==> config.mk <==
export PLATFORM = sky130hd
export DESIGN_NAME = video_box_overlay_flat
export DESIGN_NICKNAME = d
export VERILOG_FILES = /design/src/rtl/video_pkg.sv /design/src/rtl/video_box_overlay_if.sv /design/src/rtl/video_box_overlay_skid.sv /design/src/rtl/video_box_overlay.sv /design/src/flat_wrapper.sv
export SDC_FILE = /design/constraint.sdc
export NUM_CORES = 1
export LEC_CHECK = 0
export BUFFER_PORTS_ARGS = -buffer_cell sky130_fd_sc_hd__buf_2
export CAP_MARGIN = 20
export CELL_PAD_IN_SITES_DETAIL_PLACEMENT = 1
export CELL_PAD_IN_SITES_GLOBAL_PLACEMENT = 1
export CORE_UTILIZATION = 45
export CTS_CLUSTER_SIZE = 25
export DETAILED_ROUTE_END_ITERATION = 10
export PLACE_DENSITY = 0.8
export SLEW_MARGIN = 20
export SYNTH_ARGS = -nofsm -noshare
export SYNTH_HDL_FRONTEND = slang
export SYNTH_SLANG_ARGS = --single-unit
==> constraint.sdc <==
create_clock -name clk -period 8.05 [get_ports clk]
set_input_delay 2.415 -clock clk [delete_from_list [all_inputs] [get_ports clk]]
set_output_delay 2.415 -clock clk [all_outputs]
set_load 0.1 [all_outputs]
==> src/rtl/video_pkg.sv <==
//==============================================================================
// Module      : video_pkg
// Description : Shared video-path types: coordinate width, default raster
//               size and the stream-beat record.
// Revision    : 1.0 - initial release
//==============================================================================
`default_nettype none

package video_pkg;

    localparam int c_coord_w   = 13;
    localparam int c_scrw_def  = 1280;
    localparam int c_scrh_def  = 720;
    localparam int c_vid_dataw = 32;

    typedef logic [c_coord_w-1:0] coord_t;

    typedef struct packed {
        logic [c_vid_dataw-1:0] data;
        logic                   user;
        logic                   last;
    } beat_t;

    function automatic logic in_span(coord_t v, coord_t lo, coord_t hi);
        return (v >= lo) && (v <= hi);
    endfunction

endpackage

`default_nettype wire

==> src/rtl/video_box_overlay_if.sv <==
//==============================================================================
// Module      : video_box_overlay_if
// Description : AXI4-Stream video bundle with producer/consumer modports.
// Revision    : 1.0 - initial release
//==============================================================================
`default_nettype none

interface video_box_overlay_if #(
    parameter int DATAW = 32
) ();

    logic [DATAW-1:0]   tdata;
    logic               tvalid;
    logic               tready;
    logic               tuser;
    logic               tlast;
    logic [DATAW/8-1:0] tstrb;
    logic [DATAW/8-1:0] tkeep;
    logic               tid;
    logic               tdest;

    modport master (
        output tdata, tvalid, tuser, tlast, tstrb, tkeep, tid, tdest,
        input  tready
    );

    // Upstream pattern generator carries no strobe/keep/id/dest fields.
    modport slave (
        input  tdata, tvalid, tuser, tlast,
        output tready
    );

endinterface

`default_nettype wire

==> src/rtl/video_box_overlay_skid.sv <==
//==============================================================================
// Module      : axis_skid_slice
// Description : Two-entry (main + skid) register slice with a registered
//               upstream ready, full throughput and one cycle of latency.
// Revision    : 1.0 - initial release
//==============================================================================
`default_nettype none

module axis_skid_slice #(
    parameter int WIDTH = 34
) (
    input  logic             clk,
    input  logic             rst,
    input  logic [WIDTH-1:0] s_data,
    input  logic             s_valid,
    output logic             s_ready,
    output logic [WIDTH-1:0] m_data,
    output logic             m_valid,
    input  logic             m_ready
);

    logic [WIDTH-1:0] r_main_data;
    logic [WIDTH-1:0] r_skid_data;
    logic             r_main_valid;
    logic             r_skid_valid;
    logic             r_s_ready;

    logic [WIDTH-1:0] w_main_data_nx;
    logic [WIDTH-1:0] w_skid_data_nx;
    logic             w_main_valid_nx;
    logic             w_skid_valid_nx;
    logic             w_s_fire;

    always_comb begin
        w_s_fire        = s_valid && r_s_ready;
        w_main_data_nx  = r_main_data;
        w_skid_data_nx  = r_skid_data;
        w_main_valid_nx = r_main_valid;
        w_skid_valid_nx = r_skid_valid;

        if (!r_main_valid || m_ready) begin
            // Main slot frees up: refill from skid first to keep ordering.
            if (r_skid_valid) begin
                w_main_data_nx  = r_skid_data;
                w_main_valid_nx = 1'b1;
                w_skid_valid_nx = 1'b0;
            end else begin
                w_main_valid_nx = w_s_fire;
                if (w_s_fire) begin
                    w_main_data_nx = s_data;
                end
            end
        end else if (w_s_fire) begin
            w_skid_data_nx  = s_data;
            w_skid_valid_nx = 1'b1;
        end
    end

    always_ff @(posedge clk) begin
        if (rst) begin
            r_main_valid <= 1'b0;
            r_skid_valid <= 1'b0;
            r_s_ready    <= 1'b0;
        end else begin
            r_main_valid <= w_main_valid_nx;
            r_skid_valid <= w_skid_valid_nx;
            r_s_ready    <= !w_skid_valid_nx;
        end
    end

    always_ff @(posedge clk) begin
        r_main_data <= w_main_data_nx;
        r_skid_data <= w_skid_data_nx;
    end

    assign s_ready = r_s_ready;
    assign m_data  = r_main_data;
    assign m_valid = r_main_valid;

endmodule

`default_nettype wire

==> src/rtl/video_box_overlay.sv <==
//==============================================================================
// Module      : video_box_overlay
// Description : Tracks raster position on an AXI4-Stream video feed and paints
//               the border of a programmable rectangle; flags bad line lengths.
// Revision    : 1.0 - initial release
//==============================================================================
`default_nettype none

module video_box_overlay
    import video_pkg::*;
#(
    parameter int DATAW = 32,
    parameter int SCRW  = c_scrw_def,
    parameter int SCRH  = c_scrh_def,
    parameter int THICK = 2
) (
    input  logic                 clk,
    input  logic                 rst,
    input  logic                 en,
    input  coord_t               box_x0,
    input  coord_t               box_y0,
    input  coord_t               box_x1,
    input  coord_t               box_y1,
    input  logic [DATAW-1:0]     box_color,
    video_box_overlay_if.slave   s_axis,
    video_box_overlay_if.master  m_axis,
    output logic                 eol_early,
    output logic                 eol_late,
    output logic [15:0]          frame_cnt
);

    localparam coord_t c_x_last = coord_t'(SCRW - 1);
    localparam coord_t c_y_last = coord_t'(SCRH - 1);
    localparam coord_t c_y_sat  = coord_t'(SCRH);
    localparam logic [c_coord_w:0] c_thick = (c_coord_w + 1)'(THICK);

    // Position and SOF-shadowed configuration
    coord_t           r_x;
    coord_t           r_y;
    logic             r_en;
    coord_t           r_x0;
    coord_t           r_y0;
    coord_t           r_x1;
    coord_t           r_y1;
    logic [DATAW-1:0] r_color;
    logic             r_eol_early;
    logic             r_eol_late;
    logic [15:0]      r_frame_cnt;

    logic             w_s_ready;
    logic             w_s_fire;
    coord_t           w_cx;
    coord_t           w_cy;
    logic             w_en;
    coord_t           w_x0;
    coord_t           w_y0;
    coord_t           w_x1;
    coord_t           w_y1;
    logic [DATAW-1:0] w_color;
    logic             w_edge;
    logic             w_border;
    logic [DATAW-1:0] w_data;
    logic [DATAW+1:0] w_slice_in;
    logic [DATAW+1:0] w_slice_out;
    logic             w_m_valid;

    // An SOF beat is pixel (0,0) and sees the live config, not the stale shadow.
    always_comb begin
        w_s_fire = s_axis.tvalid && w_s_ready;
        w_cx     = s_axis.tuser ? '0 : r_x;
        w_cy     = s_axis.tuser ? '0 : r_y;
        w_en     = s_axis.tuser ? en        : r_en;
        w_x0     = s_axis.tuser ? box_x0    : r_x0;
        w_y0     = s_axis.tuser ? box_y0    : r_y0;
        w_x1     = s_axis.tuser ? box_x1    : r_x1;
        w_y1     = s_axis.tuser ? box_y1    : r_y1;
        w_color  = s_axis.tuser ? box_color : r_color;

        // x > x1-THICK rewritten as x+THICK > x1 so small x1 cannot wrap.
        w_edge = ({1'b0, w_cx} < ({1'b0, w_x0} + c_thick)) ||
                 (({1'b0, w_cx} + c_thick) > {1'b0, w_x1}) ||
                 ({1'b0, w_cy} < ({1'b0, w_y0} + c_thick)) ||
                 (({1'b0, w_cy} + c_thick) > {1'b0, w_y1});

        w_border = w_en && (w_cy < c_y_sat) &&
                   in_span(w_cx, w_x0, w_x1) &&
                   in_span(w_cy, w_y0, w_y1) && w_edge;

        w_data     = w_border ? w_color : s_axis.tdata;
        w_slice_in = {w_data, s_axis.tuser, s_axis.tlast};
    end

    always_ff @(posedge clk) begin
        if (rst) begin
            r_x         <= '0;
            r_y         <= '0;
            r_en        <= 1'b0;
            r_x0        <= '0;
            r_y0        <= '0;
            r_x1        <= '0;
            r_y1        <= '0;
            r_color     <= '0;
            r_eol_early <= 1'b0;
            r_eol_late  <= 1'b0;
            r_frame_cnt <= '0;
        end else if (w_s_fire) begin
            if (s_axis.tuser) begin
                r_en    <= en;
                r_x0    <= box_x0;
                r_y0    <= box_y0;
                r_x1    <= box_x1;
                r_y1    <= box_y1;
                r_color <= box_color;
            end

            if (s_axis.tlast) begin
                r_x <= '0;
                r_y <= (w_cy >= c_y_last) ? c_y_sat : w_cy + coord_t'(1);
            end else begin
                r_x <= w_cx + coord_t'(1);
                r_y <= w_cy;
            end

            if (s_axis.tlast && (w_cx != c_x_last)) begin
                r_eol_early <= 1'b1;
            end
            if (!s_axis.tlast && (w_cx == c_x_last)) begin
                r_eol_late <= 1'b1;
            end
            if (s_axis.tlast && (w_cy == c_y_last)) begin
                r_frame_cnt <= r_frame_cnt + 16'd1;
            end
        end
    end

    axis_skid_slice #(
        .WIDTH (DATAW + 2)
    ) u_slice (
        .clk     (clk),
        .rst     (rst),
        .s_data  (w_slice_in),
        .s_valid (s_axis.tvalid),
        .s_ready (w_s_ready),
        .m_data  (w_slice_out),
        .m_valid (w_m_valid),
        .m_ready (m_axis.tready)
    );

    assign s_axis.tready = w_s_ready;

    assign {m_axis.tdata, m_axis.tuser, m_axis.tlast} = w_slice_out;
    assign m_axis.tvalid = w_m_valid;
    assign m_axis.tstrb  = '1;
    assign m_axis.tkeep  = '1;
    assign m_axis.tid    = 1'b0;
    assign m_axis.tdest  = 1'b0;

    assign eol_early = r_eol_early;
    assign eol_late  = r_eol_late;
    assign frame_cnt = r_frame_cnt;

endmodule

`default_nettype wire

==> src/flat_wrapper.sv <==
// flat-port wrapper written by rule: the top's interface ports become plain ports
module video_box_overlay_flat import video_pkg::*;
#(
    parameter int DATAW = 32,
    parameter int SCRW  = c_scrw_def,
    parameter int SCRH  = c_scrh_def,
    parameter int THICK = 2
)
  (clk, rst, en, box_x0, box_y0, box_x1, box_y1, box_color, eol_early, eol_late, frame_cnt, s_axis_tdata, s_axis_tvalid, s_axis_tuser, s_axis_tlast, s_axis_tready, m_axis_tdata, m_axis_tvalid, m_axis_tuser, m_axis_tlast, m_axis_tstrb, m_axis_tkeep, m_axis_tid, m_axis_tdest, m_axis_tready);
  video_box_overlay_if #(.DATAW(DATAW)) s_axis_i ();
  video_box_overlay_if #(.DATAW(DATAW)) m_axis_i ();
  input  logic clk;
  input  logic rst;
  input  logic en;
  input  coord_t box_x0;
  input  coord_t box_y0;
  input  coord_t box_x1;
  input  coord_t box_y1;
  input  logic [DATAW-1:0] box_color;
  output logic eol_early;
  output logic eol_late;
  output logic [15:0] frame_cnt;
  input wire logic [$bits(s_axis_i.tdata)-1:0] s_axis_tdata;
  input wire logic [$bits(s_axis_i.tvalid)-1:0] s_axis_tvalid;
  input wire logic [$bits(s_axis_i.tuser)-1:0] s_axis_tuser;
  input wire logic [$bits(s_axis_i.tlast)-1:0] s_axis_tlast;
  output wire logic [$bits(s_axis_i.tready)-1:0] s_axis_tready;
  output wire logic [$bits(m_axis_i.tdata)-1:0] m_axis_tdata;
  output wire logic [$bits(m_axis_i.tvalid)-1:0] m_axis_tvalid;
  output wire logic [$bits(m_axis_i.tuser)-1:0] m_axis_tuser;
  output wire logic [$bits(m_axis_i.tlast)-1:0] m_axis_tlast;
  output wire logic [$bits(m_axis_i.tstrb)-1:0] m_axis_tstrb;
  output wire logic [$bits(m_axis_i.tkeep)-1:0] m_axis_tkeep;
  output wire logic [$bits(m_axis_i.tid)-1:0] m_axis_tid;
  output wire logic [$bits(m_axis_i.tdest)-1:0] m_axis_tdest;
  input wire logic [$bits(m_axis_i.tready)-1:0] m_axis_tready;
  assign s_axis_i.tdata = s_axis_tdata;
  assign s_axis_i.tvalid = s_axis_tvalid;
  assign s_axis_i.tuser = s_axis_tuser;
  assign s_axis_i.tlast = s_axis_tlast;
  assign s_axis_tready = s_axis_i.tready;
  assign m_axis_tdata = m_axis_i.tdata;
  assign m_axis_tvalid = m_axis_i.tvalid;
  assign m_axis_tuser = m_axis_i.tuser;
  assign m_axis_tlast = m_axis_i.tlast;
  assign m_axis_tstrb = m_axis_i.tstrb;
  assign m_axis_tkeep = m_axis_i.tkeep;
  assign m_axis_tid = m_axis_i.tid;
  assign m_axis_tdest = m_axis_i.tdest;
  assign m_axis_i.tready = m_axis_tready;
  video_box_overlay #(.DATAW(DATAW), .SCRW(SCRW), .SCRH(SCRH), .THICK(THICK)) u_core (.clk(clk), .rst(rst), .en(en), .box_x0(box_x0), .box_y0(box_y0), .box_x1(box_x1), .box_y1(box_y1), .box_color(box_color), .s_axis(s_axis_i), .m_axis(m_axis_i), .eol_early(eol_early), .eol_late(eol_late), .frame_cnt(frame_cnt));
endmodule
==> impl_metrics.py, run 1 <==
metrics = {
    "global_routing": {
        "use_met3": 0.03451,
        "grt_antenna_before_repair": 2,
        "busiest_layer": "met2",
        "grt.overflow.total": 0,
        "grt_start_max_net_pins": 80,
        "grt_pass1_wl_um": 56950,
        "first_global_vias": 10640,
        "use_met1": 0.3246,
        "track_usage": 0.2555,
        "grt_util_met2": 0.4487,
    },
    "drt": {
        "firstDrtPassIters": 5,
        "routed_wl_um": 35350,
        "routed_via_density": 5.780,
        "drcViolationCount": 0,
        "wire_per_inst_um": 20.13,
        "route.vias.total": 10150,
        "ant_nets": 0,
        "drt_iter0_drc": 533,
    },
    "clocking": {
        "tritoncts": "yes",
        "clock_latency_ns": 0.46,
        "clk_pin_slew_ns": 0.09,
        "h-tree-depth": 4,
        "ctsResizeCount": 0,
        "cts_setup_buffers": 0,
        "clock-sinks": 200,
        "clock_path_buffers": 2,
        "cts_hold_buf": 0,
        "numCtsBuffers": 17,
        "cts_root_buf": "clkbuf_16",
    },
    "sta": {
        "tightest_slew_ns": 0.8532,
        "period_minus_slack_ns": 6.855,
        "maxSlewHeadroom": 0.4165,
        "final.setup.tns_ns": 0,
        "hold_ws_ns": 0.4599,
        "finClkSkew_ns": 0.02646,
        "slew_viol_final": 0,
        "rsz0062_at_grt": "no",
        "setup_viol": 0,
        "hold_viol_final": 0,
        "period_share": 0.8516,
        "setup_slack_ns": 1.195,
        "fmax_mhz": 145.9,
    },
    "logic_synthesis": {
        "yosysWarnings": 0,
        "synth_area_mm2": 0.01230,
        "seq_area_frac_synth": 0.3808,
        "ys_ff_latch": 200,
        "synthArstFlopShare": 0,
        "synth_edf_count": 68,
        "yosysUniqueCellTypes": 73,
        "synth-main-ff-cell": "dfxtp_1",
        "syn_area_per_cell_um2": 9.801,
        "syn_inst": 1255,
    },
    "setup_path": {
        "crit_path_end_kind": "register",
        "crit_path_max_incr_delay_ns": 0.47,
        "cp_num_buf_inv": 2,
        "crit_fanout": 61,
        "crit_chain": "buf_6, mux2i_1, nor3_1, nor3b_1, nand3_1, nor4_1, xor2_1, ha_1, and3_1, a221o_1, a31oi_1, nor3_2, a211oi_4, buf_12, mux2_2, mux2_2",
        "crit_required_ns": 8.25,
        "crit_top_cell": "mux2_2",
        "critPathArrivalTime_ns": 7.06,
        "critical_path.top_delay_family": "simple AND/OR/NAND/NOR gates",
        "critPathKind": "in2reg",
        "cp_slowest_cell": "nor3b_1",
        "critPathLaunchType": "primary input",
    },
    "final_layout": {
        "fin_util": 0.5243,
        "stdcell_count": 1756,
        "finalNetCount": 1631,
        "stdcell_area_mm2": 0.01409,
        "drive_above_1_share": 0.2511,
        "fillCellCount": 3043,
        "syn_to_final_growth_pct": 14.57,
    },
    "die": {
        "start_util": 0.4577,
        "rows": 60,
        "core_area_mm2": 0.02688,
        "dieArea_mm2": 0.02800,
        "dieWidth_um": 167.3,
        "dieHeight_um": 167.3,
        "ios": 187,
    },
    "outcome": {
        "status": "finished, final reports clean",
    },
    "pwr": {
        "p_total_mw": 2.454,
        "ir_drop_uv": 127.2,
        "power.leakage_nw": 5.939,
        "power_density_mw_per_mm2": 174.1,
    },
    "job": {
        "drv_cap": 0,
    },
    "placement": {
        "numPortBuffers": 176,
        "dp_cells": 1721,
        "post-dp-hpwl_um": 25490,
        "place_area_mm2": 0.01338,
        "globalplace.congestion": 0.8513,
        "place_ws_ns": 0.7038,
    },
    "worst_hold_path": {
        "hold_class": "reg2reg",
    },
}
per-layer routing:
| layer | part of all wire | wire (um) | vias up |
|---|---|---|---|
| met4 | 0.020 | 690 | 2 |
| li1 | - | - | 4844 |
| met3 | 0.037 | 1297 | 53 |
| met2 | 0.50 | 17530 | 241 |
| met5 | 0.00023 | 8 | - |
| met1 | 0.45 | 15820 | 5010 |
area by class of cell:
type | count | area (um^2) | area share
repair buffers | 194 | 1077 | 0.07644
well taps | 341 | 426.7 | 0.03028
inverters | 19 | 71.32 | 0.005061
flip-flops and latches | 200 | 4684 | 0.3324
clock inverters | 15 | 230.2 | 0.01634
diodes | 1 | 2.502 | 0.0001776
clock buffers | 17 | 425.4 | 0.03019
multi-input cells | 969 | 7174 | 0.5091
power breakdown:
| group | switching [mW] | internal, mW | total [mW] |
|---|---|---|---|
| logic | 0.266 | 0.137 | 0.402 |
| clock network | 0.508 | 0.447 | 0.955 |
| registers | 0.0175 | 1.08 | 1.10 |
cells by family after synthesis:
kind of cell	after synthesis	share of synthesized area
XOR/XNOR	51	0.03631
multiplexers	151	0.1431
other	2	0.0006105
AND/OR/NAND/NOR	411	0.1652
AO/OA/AOI/OAI	239	0.1251
buffers and inverters	94	0.03997
adder cells (fa/ha/maj)	107	0.1088
flip-flops	200	0.3808
registers in the layout, indices dropped and copies added (netlist names):
register,count
u_core.eol_early,1
u_core.eol_late,1
u_core.frame_cnt,16
u_core.r_color,32
u_core.r_en,1
u_core.r_x,13
u_core.r_x0,13
u_core.r_x1,13
u_core.r_y,13
u_core.r_y0,13
u_core.r_y1,13
u_core.u_slice.m_data,34
u_core.u_slice.m_valid,1
u_core.u_slice.r_skid_data,34
u_core.u_slice.r_skid_valid,1
u_core.u_slice.s_ready,1
final timing paths:
kind	slack [ns]	start	cells past startpoint	to
setup reg to reg	3.29	u_core.r_x[2]	15	u_core.u_slice.m_data[33]
hold / removal	0.46	u_core.r_color[26]	2	u_core.r_color[26]
hold reg to reg	0.46	u_core.r_color[26]	2	u_core.r_color[26]
setup / recovery	1.19	s_axis_tuser	16	u_core.u_slice.m_data[33]
worst reg2reg max path: cells and delay by family, from the launching register on:
family | cells | cell delay (ns)
compound gates | 4 | 0.82
simple gates | 5 | 1.43
fa+ha+maj | 2 | 0.74
buf+inv | 1 | 0.31
xor+xnor | 1 | 0.09
flops | 1 | 0.47
mux | 2 | 0.67
synth_stat cells (11+ instances only):
library cell	instances	share of area
o21ai_0	35	0.014
nand2_1	113	0.034
nor2_1	124	0.038
ha_1	107	0.11
dfxtp_1	132	0.21
mux2_4	30	0.037
mux2i_1	46	0.037
a21oi_1	85	0.035
a211oi_1	55	0.034
nand4_1	20	0.010
and3_1	11	0.0056
xnor2_1	19	0.014
inv_1	18	0.0055
nor2b_1	27	0.014
a21o_1	17	0.010
xor2_1	32	0.023
nand3_1	33	0.013
edfxtp_1	68	0.17
nor3_1	20	0.0081
buf_4	11	0.0067
clkbuf_1	47	0.014
mux2_2	73	0.067
placed cells by master (no fill, tap or decap), drive strengths merged, types with 8 or more instances in the layout:
| cell | n |
|---|---|
| buf | 194 |
| dfxtp | 132 |
| nor2 | 124 |
| nand2 | 113 |
| ha | 107 |
| mux2 | 103 |
| a21oi | 85 |
| edfxtp | 68 |
| a211oi | 56 |
| mux2i | 48 |
| o21ai | 36 |
| nand3 | 35 |
| xor2 | 32 |
| nor2b | 29 |
| inv | 29 |
| nor3 | 24 |
| nand4 | 21 |
| xnor2 | 19 |
| a21o | 17 |
| clkbuf | 17 |
| and3 | 11 |
| conb | 10 |
| and2 | 9 |
| nand2b | 8 |
| or3 | 8 |
(Power assumes the default switching activity.)
==> run 2, diff against run 1 <==
--- a/config.mk
+++ b/config.mk
@@ -9,10 +9,10 @@
 export CAP_MARGIN = 20
 export CELL_PAD_IN_SITES_DETAIL_PLACEMENT = 1
 export CELL_PAD_IN_SITES_GLOBAL_PLACEMENT = 1
-export CORE_UTILIZATION = 45
+export CORE_UTILIZATION = 48
 export CTS_CLUSTER_SIZE = 25
 export DETAILED_ROUTE_END_ITERATION = 10
-export PLACE_DENSITY = 0.8
+export PLACE_DENSITY = 0.85
 export SLEW_MARGIN = 20
 export SYNTH_ARGS = -nofsm -noshare
 export SYNTH_HDL_FRONTEND = slang
==> constraint.sdc (replaced) <==
create_clock -name clk -period 8.4 [get_ports clk]
set_input_delay 1.26 -clock clk [delete_from_list [all_inputs] [get_ports clk]]
set_output_delay 1.26 -clock clk [all_outputs]
set_load 0.1 [all_outputs]
==> impl_metrics.py, run 2 (same netlist as run 1, synthesis figures left out) <==
metrics = {
    "final_layout": {
        "multi_input_area_mm2": 0.007174,
        "final_common_cell": "buf_2",
        "layout_common_cells": "174 x buf_2, 132 x dfxtp_1, 122 x nor2_1, 113 x nand2_1, 107 x ha_1",
        "finalNetCount": 1622,
        "register_area_mm2": 0.004684,
        "syn_to_final_growth_pct": 13.66,
        "fillCellCount": 2871,
        "drive_above_1_share": 0.2463,
    },
    "clocking": {
        "tritoncts": "yes",
        "cts_setup_buffers": 0,
        "numCtsBuffers": 17,
        "cts_hold_buf": 0,
        "clock_path_buffers": 2,
        "clk_pin_slew_ns": 0.10,
        "clock-sinks": 200,
        "clock_latency_ns": 0.45,
        "h-tree-depth": 4,
        "ctsResizeCount": 0,
        "cts_root_buf": "clkbuf_16",
    },
    "placement": {
        "post-dp-hpwl_um": 25600,
        "globalplace.congestion": 0.8799,
        "numPortBuffers": 176,
        "place_ws_ns": 1.704,
    },
    "setup_path": {
        "crit_path_max_incr_delay_ns": 0.69,
        "r2r_start": "u_core.r_y[2]",
        "critPathLaunchType": "primary input",
        "crit_path_end_kind": "register",
        "crit_required_ns": 8.61,
        "crit_fanout": 102,
        "crit_chain": "buf_6, mux2i_1, inv_1, ha_1, inv_1, a211oi_1, nand2b_1, nor4_1, xor2_1, ha_1, a21o_1, a21oi_1, o21ai_0, nor2_1, nor3_2, a211oi_4, buf_4, mux2_2, mux2_2",
        "critPathKind": "in2reg",
        "cp_slowest_cell": "buf_6",
        "critPathLaunch": "s_axis_tuser",
        "critPathArrivalTime_ns": 6.51,
    },
    "global_routing": {
        "grt_antenna_before_repair": 2,
        "track_usage": 0.2745,
        "first_global_vias": 10820,
        "grt.overflow.total": 0,
        "grt_start_max_net_pins": 103,
        "grt_pass1_wl_um": 56820,
    },
    "sta": {
        "tightest_slew_ns": 1.088,
        "final.setup.tns_ns": 0,
        "setup_slack_ns": 2.102,
        "period_minus_slack_ns": 6.298,
        "hold_viol_final": 0,
        "maxSlewHeadroom": 0.2731,
        "rsz0062_at_grt": "no",
        "slew_viol_final": 0,
        "setup_viol": 0,
        "finClkSkew_ns": 0.01544,
        "period_share": 0.7497,
        "hold_ws_ns": 0.4606,
        "fmax_mhz": 158.8,
    },
    "outcome": {
        "status": "finished, final reports clean",
    },
    "pwr": {
        "ir_drop_uv": 121.3,
        "power.leakage_nw": 5.884,
        "p_total_mw": 2.351,
        "power_density_mw_per_mm2": 168.1,
    },
    "drt": {
        "firstDrtPassIters": 5,
        "route.vias.total": 10260,
        "routed_via_density": 5.907,
        "ant_nets": 0,
        "dr_wl_met2_um": 18890,
        "wire_per_inst_um": 20.96,
        "routed_wl_um": 36400,
        "wl_met1_um": 15060,
        "drt_iter0_drc": 581,
        "highest_layer": "met4",
        "drcViolationCount": 0,
        "dr_wl_met3_um": 1205,
    },
    "worst_hold_path": {
        "hold_class": "reg2reg",
        "min_from": "u_core.r_color[24]",
    },
    "die": {
        "dieArea_mm2": 0.02627,
        "rows": 58,
        "start_util": 0.4885,
        "ios": 187,
        "core_area_mm2": 0.02518,
        "dieHeight_um": 162.1,
        "dieWidth_um": 162.1,
    },
    "job": {
        "drv_cap": 0,
    },
}
run 2: per-stage QoR:
stage,util,area (um^2),std cells
floorplan,-,12330,1263
global placement,0.5279,13290,1702
detailed placement,0.5279,13290,1702
CTS,0.5539,13950,1734
global route,0.5551,13980,1736
finish,0.5552,13980,1737
run 2: power by group:
group          total [mW]  internal (mW)  switching, mW
combinational       0.386          0.129          0.258
sequential           1.05           1.03         0.0176
clock               0.913          0.428          0.484
run 2: layout make-up:
cell class | instances | area share
antenna | 2 | 0.0003580
clock inverter | 15 | 0.01647
sequential | 200 | 0.3351
tap | 330 | 0.02953
clock buffer | 17 | 0.03043
multi-input combinational | 969 | 0.5132
timing repair buffer | 185 | 0.06989
inverter | 19 | 0.005101
run 2: critical path: cells and delay by family:
kind | cells | cell delay (ns)
xor+xnor | 1 | 0.21
mux | 3 | 1.06
fa+ha+maj | 2 | 0.44
compound gates | 5 | 1.18
simple gates | 4 | 0.70
buf+inv | 4 | 1.48
run 2: path summary, 6_finish.rpt:
| check | to | slack (ns) | cells after the start |
|---|---|---|---|
| worst max-delay path | u_core.u_slice.m_data[2] | 2.10 | 19 |
| worst min register to register | u_core.r_color[24] | 0.46 | 2 |
| worst max register to register | u_core.u_slice.m_data[2] | 3.51 | 15 |
| worst min-delay path | u_core.r_color[24] | 0.46 | 2 |
run 2: per-layer routing:
layer | GRT usage | up-vias
li1 | - | 4816
met1 | 0.3176 | 5087
met2 | 0.5021 | 270
met3 | 0.03830 | 87
met4 | 0.1184 | 0
met5 | 0 | -
